--- src/rtl/uart_cmd_dispatch_pkg.sv ---
// Shared command codes, NAK bytes, timeouts and state encoding for the ECT host command path.
package ect_cmd_pkg;
  localparam logic [7:0]  HDR          = 8'hAA;
  localparam logic [7:0]  REQ_DMD_CH1  = 8'h02;
  localparam logic [7:0]  REQ_DMD_CH2  = 8'h03;
  localparam logic [7:0]  CMD_MIN      = REQ_DMD_CH1;
  localparam logic [7:0]  CMD_MAX      = REQ_DMD_CH2;
  localparam logic [7:0]  NAK_FRAME    = 8'hEE;
  localparam logic [7:0]  NAK_TMO      = 8'hEF;
  localparam logic [15:0] GAP_TMO_DEF  = 16'd50000;
  localparam logic [31:0] EXEC_TMO_DEF = 32'd10000000;

  typedef enum logic [2:0] {
    ST_HUNT, ST_GET_CMD, ST_GET_CHK, ST_CHECK, ST_EXEC, ST_RELEASE, ST_NAK_WAIT
  } state_t;

  function automatic logic cmdOk(input logic [7:0] cmd, input logic [7:0] chk);
    return (chk == ~cmd) && (cmd >= CMD_MIN) && (cmd <= CMD_MAX);
  endfunction
endpackage

--- src/rtl/uart_cmd_dispatch_if.sv ---
// Host byte stream, worker SysState/Enable/Done handshake and shared UART transmit bus.
// master = dispatcher side, slave = UART receiver/transmitter and workers.
interface uart_cmd_dispatch_if;
  logic [7:0] RxData;
  logic       RxValid;
  logic [7:0] SysState;
  logic       Enable;
  logic       Done;
  logic       BusOwned;
  logic       UARTAvl;
  logic [7:0] UARTSend;
  logic       UARTDatLock;
  logic [7:0] ErrCnt;

  modport master (input RxData, RxValid, Done, BusOwned, UARTAvl,
                  output SysState, Enable, UARTSend, UARTDatLock, ErrCnt);
  modport slave  (output RxData, RxValid, Done, BusOwned, UARTAvl,
                  input SysState, Enable, UARTSend, UARTDatLock, ErrCnt);
endinterface

--- src/rtl/uart_cmd_dispatch_frame_rx.sv ---
// HDR,CMD,CHK frame hunter with inter-byte gap timeout; FrameValid is combinational on the CHK byte.
// No backpressure: bytes arriving while RxEn is low are dropped.
module cmd_frame_rx #(
  parameter logic [15:0] GAP_TMO = ect_cmd_pkg::GAP_TMO_DEF
) (
  input  logic       Clk,
  input  logic       Rst,
  input  logic       RxEn,
  input  logic [7:0] RxData,
  input  logic       RxValid,
  output logic       FrameValid,
  output logic [7:0] Cmd,
  output logic [7:0] Chk
);
  import ect_cmd_pkg::*;

  state_t      state, stateNxt;
  logic [7:0]  cmdQ, cmdNxt;
  logic [15:0] gapTimer, gapNxt;
  logic        rxByte;

  assign rxByte = RxValid && RxEn;
  assign Cmd    = cmdQ;
  assign Chk    = RxData;

  always_ff @(posedge Clk) begin
    if (!Rst) begin
      state    <= ST_HUNT;
      cmdQ     <= '0;
      gapTimer <= '0;
    end else begin
      state    <= stateNxt;
      cmdQ     <= cmdNxt;
      gapTimer <= gapNxt;
    end
  end

  always_comb begin
    stateNxt   = state;
    cmdNxt     = cmdQ;
    gapNxt     = gapTimer;
    FrameValid = 1'b0;
    case (state)
      ST_HUNT: begin
        gapNxt = '0;
        if (rxByte && RxData == HDR) stateNxt = ST_GET_CMD;
      end
      // A HDR value here is plain data; no resync mid-frame.
      ST_GET_CMD, ST_GET_CHK: begin
        if (rxByte) begin
          gapNxt = '0;
          if (state == ST_GET_CMD) begin
            cmdNxt   = RxData;
            stateNxt = ST_GET_CHK;
          end else begin
            FrameValid = 1'b1;
            stateNxt   = ST_HUNT;
          end
        end else if (gapTimer == GAP_TMO - 16'd1) begin
          gapNxt   = '0;
          stateNxt = ST_HUNT;
        end else begin
          gapNxt = gapTimer + 16'd1;
        end
      end
      default: stateNxt = ST_HUNT;
    endcase
  end
endmodule

--- src/rtl/uart_cmd_dispatch.sv ---
// Validates host frames, holds SysState/Enable until worker Done, NAKs bad frames and worker timeouts.
// SysState/Enable valid 2 cycles after the CHK byte; a NAK waits for a free UART bus, incoming bytes dropped meanwhile.
module uart_cmd_dispatch #(
  parameter logic [15:0] GAP_TMO  = ect_cmd_pkg::GAP_TMO_DEF,
  parameter logic [31:0] EXEC_TMO = ect_cmd_pkg::EXEC_TMO_DEF
) (
  input logic                 Clk,
  input logic                 Rst,
  uart_cmd_dispatch_if.master Bus
);
  import ect_cmd_pkg::*;

  state_t      state, stateNxt;
  logic [7:0]  cmdQ, cmdNxt, chkQ, chkNxt;
  logic [7:0]  sysState, sysNxt, uartSend, sendNxt, errCnt, errNxt;
  logic        enable, enNxt, datLock;
  logic [31:0] execTimer, execNxt;
  logic        rxEn, frameValid;
  logic [7:0]  rxCmd, rxChk;

  // ST_HUNT here stands for "receiver owns the line"; its sub-states live in cmd_frame_rx.
  assign rxEn = (state == ST_HUNT);

  cmd_frame_rx #(.GAP_TMO(GAP_TMO)) uFrameRx (
    .Clk(Clk), .Rst(Rst), .RxEn(rxEn), .RxData(Bus.RxData), .RxValid(Bus.RxValid),
    .FrameValid(frameValid), .Cmd(rxCmd), .Chk(rxChk)
  );

  always_ff @(posedge Clk) begin
    if (!Rst) begin
      state     <= ST_HUNT;
      cmdQ      <= '0;
      chkQ      <= '0;
      sysState  <= '0;
      enable    <= 1'b0;
      uartSend  <= '0;
      errCnt    <= '0;
      execTimer <= '0;
    end else begin
      state     <= stateNxt;
      cmdQ      <= cmdNxt;
      chkQ      <= chkNxt;
      sysState  <= sysNxt;
      enable    <= enNxt;
      uartSend  <= sendNxt;
      errCnt    <= errNxt;
      execTimer <= execNxt;
    end
  end

  always_comb begin
    stateNxt = state;
    cmdNxt   = cmdQ;
    chkNxt   = chkQ;
    sysNxt   = sysState;
    enNxt    = enable;
    sendNxt  = uartSend;
    errNxt   = errCnt;
    execNxt  = execTimer;
    datLock  = 1'b0;
    case (state)
      ST_HUNT: begin
        if (frameValid) begin
          cmdNxt   = rxCmd;
          chkNxt   = rxChk;
          stateNxt = ST_CHECK;
        end
      end
      ST_CHECK: begin
        if (cmdOk(cmdQ, chkQ)) begin
          sysNxt   = cmdQ;
          enNxt    = 1'b1;
          execNxt  = '0;
          stateNxt = ST_EXEC;
        end else begin
          sendNxt  = NAK_FRAME;
          stateNxt = ST_NAK_WAIT;
        end
      end
      // Done is checked first so it wins over a timeout landing on the same cycle.
      ST_EXEC: begin
        if (Bus.Done) begin
          sysNxt   = '0;
          enNxt    = 1'b0;
          stateNxt = ST_RELEASE;
        end else if (execTimer == EXEC_TMO - 32'd1) begin
          sysNxt   = '0;
          enNxt    = 1'b0;
          sendNxt  = NAK_TMO;
          stateNxt = ST_NAK_WAIT;
        end else begin
          execNxt = execTimer + 32'd1;
        end
      end
      ST_RELEASE: begin
        if (!Bus.Done) stateNxt = ST_HUNT;
      end
      // Strobe is combinational so it can never overlap a cycle where BusOwned is high.
      ST_NAK_WAIT: begin
        if (!Bus.BusOwned && Bus.UARTAvl) begin
          datLock  = Rst;
          stateNxt = ST_HUNT;
          if (errCnt != 8'hFF) errNxt = errCnt + 8'd1;
        end
      end
      default: stateNxt = ST_HUNT;
    endcase
  end

  assign Bus.SysState    = sysState;
  assign Bus.Enable      = enable;
  assign Bus.UARTSend    = uartSend;
  assign Bus.UARTDatLock = datLock;
  assign Bus.ErrCnt      = errCnt;
endmodule

--- src/flat_wrapper.sv ---
// flat-port wrapper written by rule: the top's interface ports become plain ports
module uart_cmd_dispatch_flat import ect_cmd_pkg::*;
#(
  parameter logic [15:0] GAP_TMO  = ect_cmd_pkg::GAP_TMO_DEF,
  parameter logic [31:0] EXEC_TMO = ect_cmd_pkg::EXEC_TMO_DEF
)
  (Clk, Rst, Bus_RxData, Bus_RxValid, Bus_Done, Bus_BusOwned, Bus_UARTAvl, Bus_SysState, Bus_Enable, Bus_UARTSend, Bus_UARTDatLock, Bus_ErrCnt);
  uart_cmd_dispatch_if Bus_i ();
  input logic Clk;
  input logic Rst;
  input wire logic [$bits(Bus_i.RxData)-1:0] Bus_RxData;
  input wire logic [$bits(Bus_i.RxValid)-1:0] Bus_RxValid;
  input wire logic [$bits(Bus_i.Done)-1:0] Bus_Done;
  input wire logic [$bits(Bus_i.BusOwned)-1:0] Bus_BusOwned;
  input wire logic [$bits(Bus_i.UARTAvl)-1:0] Bus_UARTAvl;
  output wire logic [$bits(Bus_i.SysState)-1:0] Bus_SysState;
  output wire logic [$bits(Bus_i.Enable)-1:0] Bus_Enable;
  output wire logic [$bits(Bus_i.UARTSend)-1:0] Bus_UARTSend;
  output wire logic [$bits(Bus_i.UARTDatLock)-1:0] Bus_UARTDatLock;
  output wire logic [$bits(Bus_i.ErrCnt)-1:0] Bus_ErrCnt;
  assign Bus_i.RxData = Bus_RxData;
  assign Bus_i.RxValid = Bus_RxValid;
  assign Bus_i.Done = Bus_Done;
  assign Bus_i.BusOwned = Bus_BusOwned;
  assign Bus_i.UARTAvl = Bus_UARTAvl;
  assign Bus_SysState = Bus_i.SysState;
  assign Bus_Enable = Bus_i.Enable;
  assign Bus_UARTSend = Bus_i.UARTSend;
  assign Bus_UARTDatLock = Bus_i.UARTDatLock;
  assign Bus_ErrCnt = Bus_i.ErrCnt;
  uart_cmd_dispatch #(.GAP_TMO(GAP_TMO), .EXEC_TMO(EXEC_TMO)) u_core (.Clk(Clk), .Rst(Rst), .Bus(Bus_i));
endmodule
--- config.mk ---
export PLATFORM = sky130hd
export DESIGN_NAME = uart_cmd_dispatch_flat
export DESIGN_NICKNAME = d
export VERILOG_FILES = /design/src/rtl/uart_cmd_dispatch_pkg.sv /design/src/rtl/uart_cmd_dispatch_if.sv /design/src/rtl/uart_cmd_dispatch_frame_rx.sv /design/src/rtl/uart_cmd_dispatch.sv /design/src/flat_wrapper.sv
export SDC_FILE = /design/constraint.sdc
export NUM_CORES = 1
export LEC_CHECK = 0
export CAP_MARGIN = 20
export CELL_PAD_IN_SITES_DETAIL_PLACEMENT = 2
export CELL_PAD_IN_SITES_GLOBAL_PLACEMENT = 2
export CORE_MARGIN = 5
export CORE_UTILIZATION = 39
export CTS_BUF_LIST = sky130_fd_sc_hd__clkbuf_4 sky130_fd_sc_hd__clkbuf_8 sky130_fd_sc_hd__clkbuf_16
export DETAILED_ROUTE_END_ITERATION = 7
export DONT_BUFFER_PORTS = 1
export PLACE_DENSITY_LB_ADDON = 0.3
export SETUP_SLACK_MARGIN = 0.2
export SYNTH_ARGS = -nofsm -noshare
export SYNTH_HDL_FRONTEND = slang
export SYNTH_SLANG_ARGS = --single-unit
--- constraint.sdc ---
create_clock -name Clk -period 3.1 [get_ports Clk]
set_input_delay 0.93 -clock Clk [delete_from_list [all_inputs] [get_ports Clk]]
set_output_delay 0.93 -clock Clk [all_outputs]
set_load 0.005 [all_outputs]
Word-level counts from Yosys, hierarchy flattened
Index checks and enable logic that the tools add are counted.
- register bits: 103
- add/subtract/negate cells: 3
- magnitude comparators: 2
- equality and inequality tests: 22
- mux-type cells: 36
- bitwise operators: 1
- reductions and logical operators: 19
- operators with widths (cell ; number):
    32-bit 2-to-1 mux ; 3
    32-bit one-hot mux with 2 select lines ; 1
    8-bit 2-to-1 mux ; 6
    32-bit by 1-bit adder with 32-bit output (second input constant) ; 1
    32-bit by 24-bit == test with 1-bit output (second input constant) ; 1
    16-bit 2-to-1 mux ; 2
    16-bit one-hot mux with 2 select lines ; 1
    8-bit one-hot mux with 2 select lines ; 2
    3-bit 2-to-1 mux ; 8
    16-bit by 1-bit adder with 16-bit output (second input constant) ; 1
    16-bit == test (second input constant) ; 1
    3-bit one-hot mux with 5 select lines ; 1
    4-bit AND reduction ; 3
    2-bit != test (second input constant) ; 5
    3-bit == test (second input constant) ; 3
    3-bit AND reduction ; 3
    8-bit by 1-bit adder with 8-bit output (second input constant) ; 1
    8-bit == test ; 1
    8-bit == test (second input constant) ; 1
    8-bit by 2-bit greater-or-equal comparator with 1-bit output (second input constant) ; 1
    8-bit by 2-bit <= comparator with 1-bit output (second input constant) ; 1
    1-bit 2-to-1 mux ; 8
    2-bit by 1-bit != test with 1-bit output (second input constant) ; 4
    8-bit != test (second input constant) ; 1
    other kinds (14) ; 23

Longest topological paths before layout
- depth in word-level cells: 6
- depth in mapped cells: 8

Modules after synthesis
Synthesis repeated with hierarchy kept, for this count alone.
- cell total of the unflattened synthesis: 585
- area, all modules: 4998.5 um^2
- by module, submodules not included (module ; instances ; cells each ; area an instance (um^2)):
    uart_cmd_dispatch ; 1 ; 429 ; 3657.3
    cmd_frame_rx ; 1 ; 156 ; 1341.3

Worst setup path before layout
No wires, ideal clock.
- path type: input port to output port
- from: input port Rst
- to: output port Bus_UARTDatLock
- arrival: 1695 ps
- data required time: 2170 ps
- path slack: 475 ps
- cell stages on the path: 4
- buffers on the path: 2
- path through: clkbuf_1 -> clkinv_1 -> clkbuf_1 -> nor2_1
- longest elaborated chain between the ends: 2
- RTL lines (item ; line ; text):
    start: declaration ; flat_wrapper.sv:10 ; input logic Rst;
    1-bit 2-to-1 mux ; uart_cmd_dispatch.sv:100 ; if (!Bus.BusOwned && Bus.UARTAvl) begin
    1-bit 2-to-1 mux ; uart_cmd_dispatch.sv:61 ; case (state)
    end: declaration ; flat_wrapper.sv:19 ; output wire logic [$bits(Bus_i.UARTDatLock)-1:0] Bus_UARTDatLock;
No other way between the ends.

Worst setup path after layout
- from: input port Bus_BusOwned
- to: output port Bus_UARTDatLock
- longest elaborated chain between the ends: 4
- RTL lines (item ; line ; text):
    start: declaration ; flat_wrapper.sv:14 ; input wire logic [$bits(Bus_i.BusOwned)-1:0] Bus_BusOwned;
    1-bit zero test ; uart_cmd_dispatch.sv:100 ;
    1-bit logical AND ; uart_cmd_dispatch.sv:100 ;
    1-bit 2-to-1 mux ; uart_cmd_dispatch.sv:100 ;
    1-bit 2-to-1 mux ; uart_cmd_dispatch.sv:61 ;
No other way between the ends.

==> flow_metrics.tcl <==
set metrics [dict create \
    outcome "finished, final reports clean" \
    io_pins 40 \
    finalSetupViolations 0 \
    power_density_nw_per_um2 547 \
    wl_mm 11.8 \
    io_buffers 0 \
    antenna_found_initial 0 \
    antennaDiodeCount 0 \
    synth_area_um2 4520 \
    die_h_um 118 \
    worst_pin_slew_ns 0.824 \
    path_cells "nand2b_1 > or3_1 > nor2_1" \
    placed_cells 642 \
    start_kind "input pin" \
    grt_pass1_wl_mm 20.1 \
    max_stage_delay_ns 0.40 \
    synth_commonest_cells "dfxtp_1 (96), nor2_1 (76), nand2_1 (69)" \
    rsz0062_at_grt "no" \
    drive_above_1_share_pct 9.92 \
    via_count 3618 \
    core_area_um2 11400 \
    synthMuxAreaShare_pct 3.77 \
    switching_share_pct 26.9 \
    finalPower_uw 2670 \
    p_sw_uw 719 \
    synth_seq_cells 96 \
    viasPerCell 5.51 \
    area_growth_pct 8.17 \
    die_width_um 118 \
    numClockSinks 96 \
    crit_slowest_cell "or3_1" \
    h-tree-depth 3 \
    worstSkewPairLatency_ns 0.35 \
    synth_top_cell_by_area "dfxtp_1" \
    grt_max_degree 32 \
    syn_area_per_cell_um2 8.70 \
    cts-root-buf "clkbuf_16" \
    p_leak_uw 0.00168 \
    critPathKind "in -> out" \
    cts-resized-gates 0 \
    gp_congestion 0.748 \
    drt-initial-drc-count 79 \
    p_int_uw 1950 \
    synth_cell_type_count 54 \
    ctsHoldBuffers 0 \
    hold_violations 0 \
    critPathArrivalTime_ns 1.61 \
    hold_class "reg -> reg" \
    clk_pin_slew_ns 0.07 \
    maxCapViolations 0 \
    synthFlopType "dfxtp_1" \
    cp-end-kind "output pin" \
    grt_pass1_vias 4021 \
    min_period_ns 2.54 \
    skew_ns 0.00807 \
    cts_tree "yes" \
    synth_most_common_cell "dfxtp_1" \
    combPwrFrac_pct 10.2 \
    start_util_pct 39.7 \
    ys_seq_area_share_pct 42.6 \
    clock.fmax_mhz 394 \
    cp_max_fo 3 \
    yosys.area.top_type_share_pct 42.6 \
    pwr-share-seq_pct 49.5 \
    grt-ovfl-total 0 \
    finish.net_count 531 \
    finalCritPeriodShare_pct 81.8 \
    crit_family "simple AND/OR/NAND/NOR gates" \
    synth-compound-area-share_pct 7.29 \
    synthArstFlopShare_pct 0 \
    drt_first_pass_iters 4 \
    crit_required_ns 2.17 \
    worst-path-buf-inv 0 \
    synth_top_family_by_area "simple AND/OR/NAND/NOR gates" \
    yosysWarnings 0 \
    synth_fp_nets 540 \
    syn_inst 519 \
    drt-wirelength-per-cell_um 18.0 \
    finalNonFillerCells 657 \
    dp_hpwl_mm 8.57 \
    post_cts_buffers 0 \
    drtAntennaViolNets 0 \
    slew_viol_final 0 \
    synthXorXnorAreaFrac_pct 8.34 \
    max-clock-path-buffers 2 \
    drc_errors 0 \
    synthAdderAreaFrac_pct 1.94 \
    clkPwrFrac_pct 40.3 \
    die_area_um2 13800 \
    relSlewSlack_pct 44.9 \
    yosys-top-cells-area "dfxtp_1 (43%), nor2_1 (6.3%), nand2_1 (5.7%)" \
    synth_edf_count 0 \
    synthSimpleGateAreaFrac_pct 32.0 \
    ir_drop_mv 0.246 \
    num_rows 39 \
    cts_made_buffers 9 \
    timing.setup.tns_ns 0 \
    gr-usage-all-layers_pct 17.6 \
]
-- metal layers --
metal / share of wire (%) / up-vias / track usage, %
li1: - / 1756 / -
met1: 43 / 1802 / 19.7
met2: 51 / 40 / 31.5
met3: 3.6 / 20 / 4.42
met4: 2.1 / 0 / 7.10
met5: 0 / - / 0
-- worst min-delay path: cells and delay by family, from the launching register on --
family / cells / cell delay [ns]
flops: 1 / 0.31
simple gates: 1 / 0.05
compound gates: 1 / 0.05
-- power groups by stage --
stage / clock (uW) / combinational (uW) / sequential, uW
floorplan: 0 / 294 / 1300
global placement: 0 / 256 / 1350
detailed placement: 0 / 273 / 1350
CTS: 1110 / 274 / 1320
global route: 1160 / 304 / 1330
finish: 1080 / 272 / 1320
-- placed cells by master (no fill, tap or decap), drive strengths merged, types with 12 or more instances in the layout --
master  count
nor4b      12
nand4      13
xor2       14
nand2      69
xnor2      29
dfxtp      96
nor2       76
nand3      23
a21oi      24
nor3       13
mux2i      17
-- per-stage QoR --
stage	setup WS [ns]	instance area, um^2	hold WS, ns	util (%)
floorplan	0.475	4520	0.432	-
global placement	0.576	4600	0.438	40.5
detailed placement	0.435	4600	0.448	40.5
CTS	0.550	4880	0.457	43.0
global route	0.429	4880	0.479	43.0
finish	0.563	4880	0.454	43.0
-- final cells by class --
cell class / instances / area, um^2
Fill cell: 1269 / 6480
Multi-Input combinational cell: 388 / 2410
Sequential cell: 96 / 1920
Clock buffer: 11 / 253
Tap cell: 143 / 179
Timing Repair Buffer: 8 / 60.1
Clock inverter: 4 / 30.0
Inverter: 7 / 26.3
-- kinds of logic (layout without fill, tap and decap cells) --
| group | after synthesis | after routing |
|---|---|---|
| and+or+nand+nor | 268 | 268 |
| other | 1 | 1 |
| xor gates and xnor gates | 43 | 43 |
| DFF | 96 | 96 |
| AOI/OAI and AO/OA | 52 | 52 |
| muxes | 17 | 17 |
| buffers and inverters | 35 | 30 |
| adders and majority gates | 7 | 7 |
-- registers in the layout, indices dropped and copies added (netlist names) --
name	count
u_core.Bus.ErrCnt	8
u_core.uFrameRx.state	2
u_core.cmdQ	8
u_core.Bus.UARTSend	2
u_core.state	3
u_core.chkQ	8
u_core.uFrameRx.gapTimer	16
u_core.uFrameRx.Cmd	8
u_core.execTimer	32
u_core.Bus.SysState	8
u_core.Bus.Enable	1
-- final timing paths --
kind	from	end	slack, ns	cells after the start
min reg2reg	u_core.chkQ[3]$_SDFFE_PN0P_	u_core.chkQ[3]$_SDFFE_PN0P_	0.45	2
max reg2reg	u_core.state[1]$_SDFFE_PN0P_	u_core.execTimer[21]$_SDFFE_PN0P_	0.57	6
max	Bus_BusOwned	Bus_UARTDatLock	0.56	3
min	u_core.chkQ[3]$_SDFFE_PN0P_	u_core.chkQ[3]$_SDFFE_PN0P_	0.45	2
(Power assumes the default switching activity.)
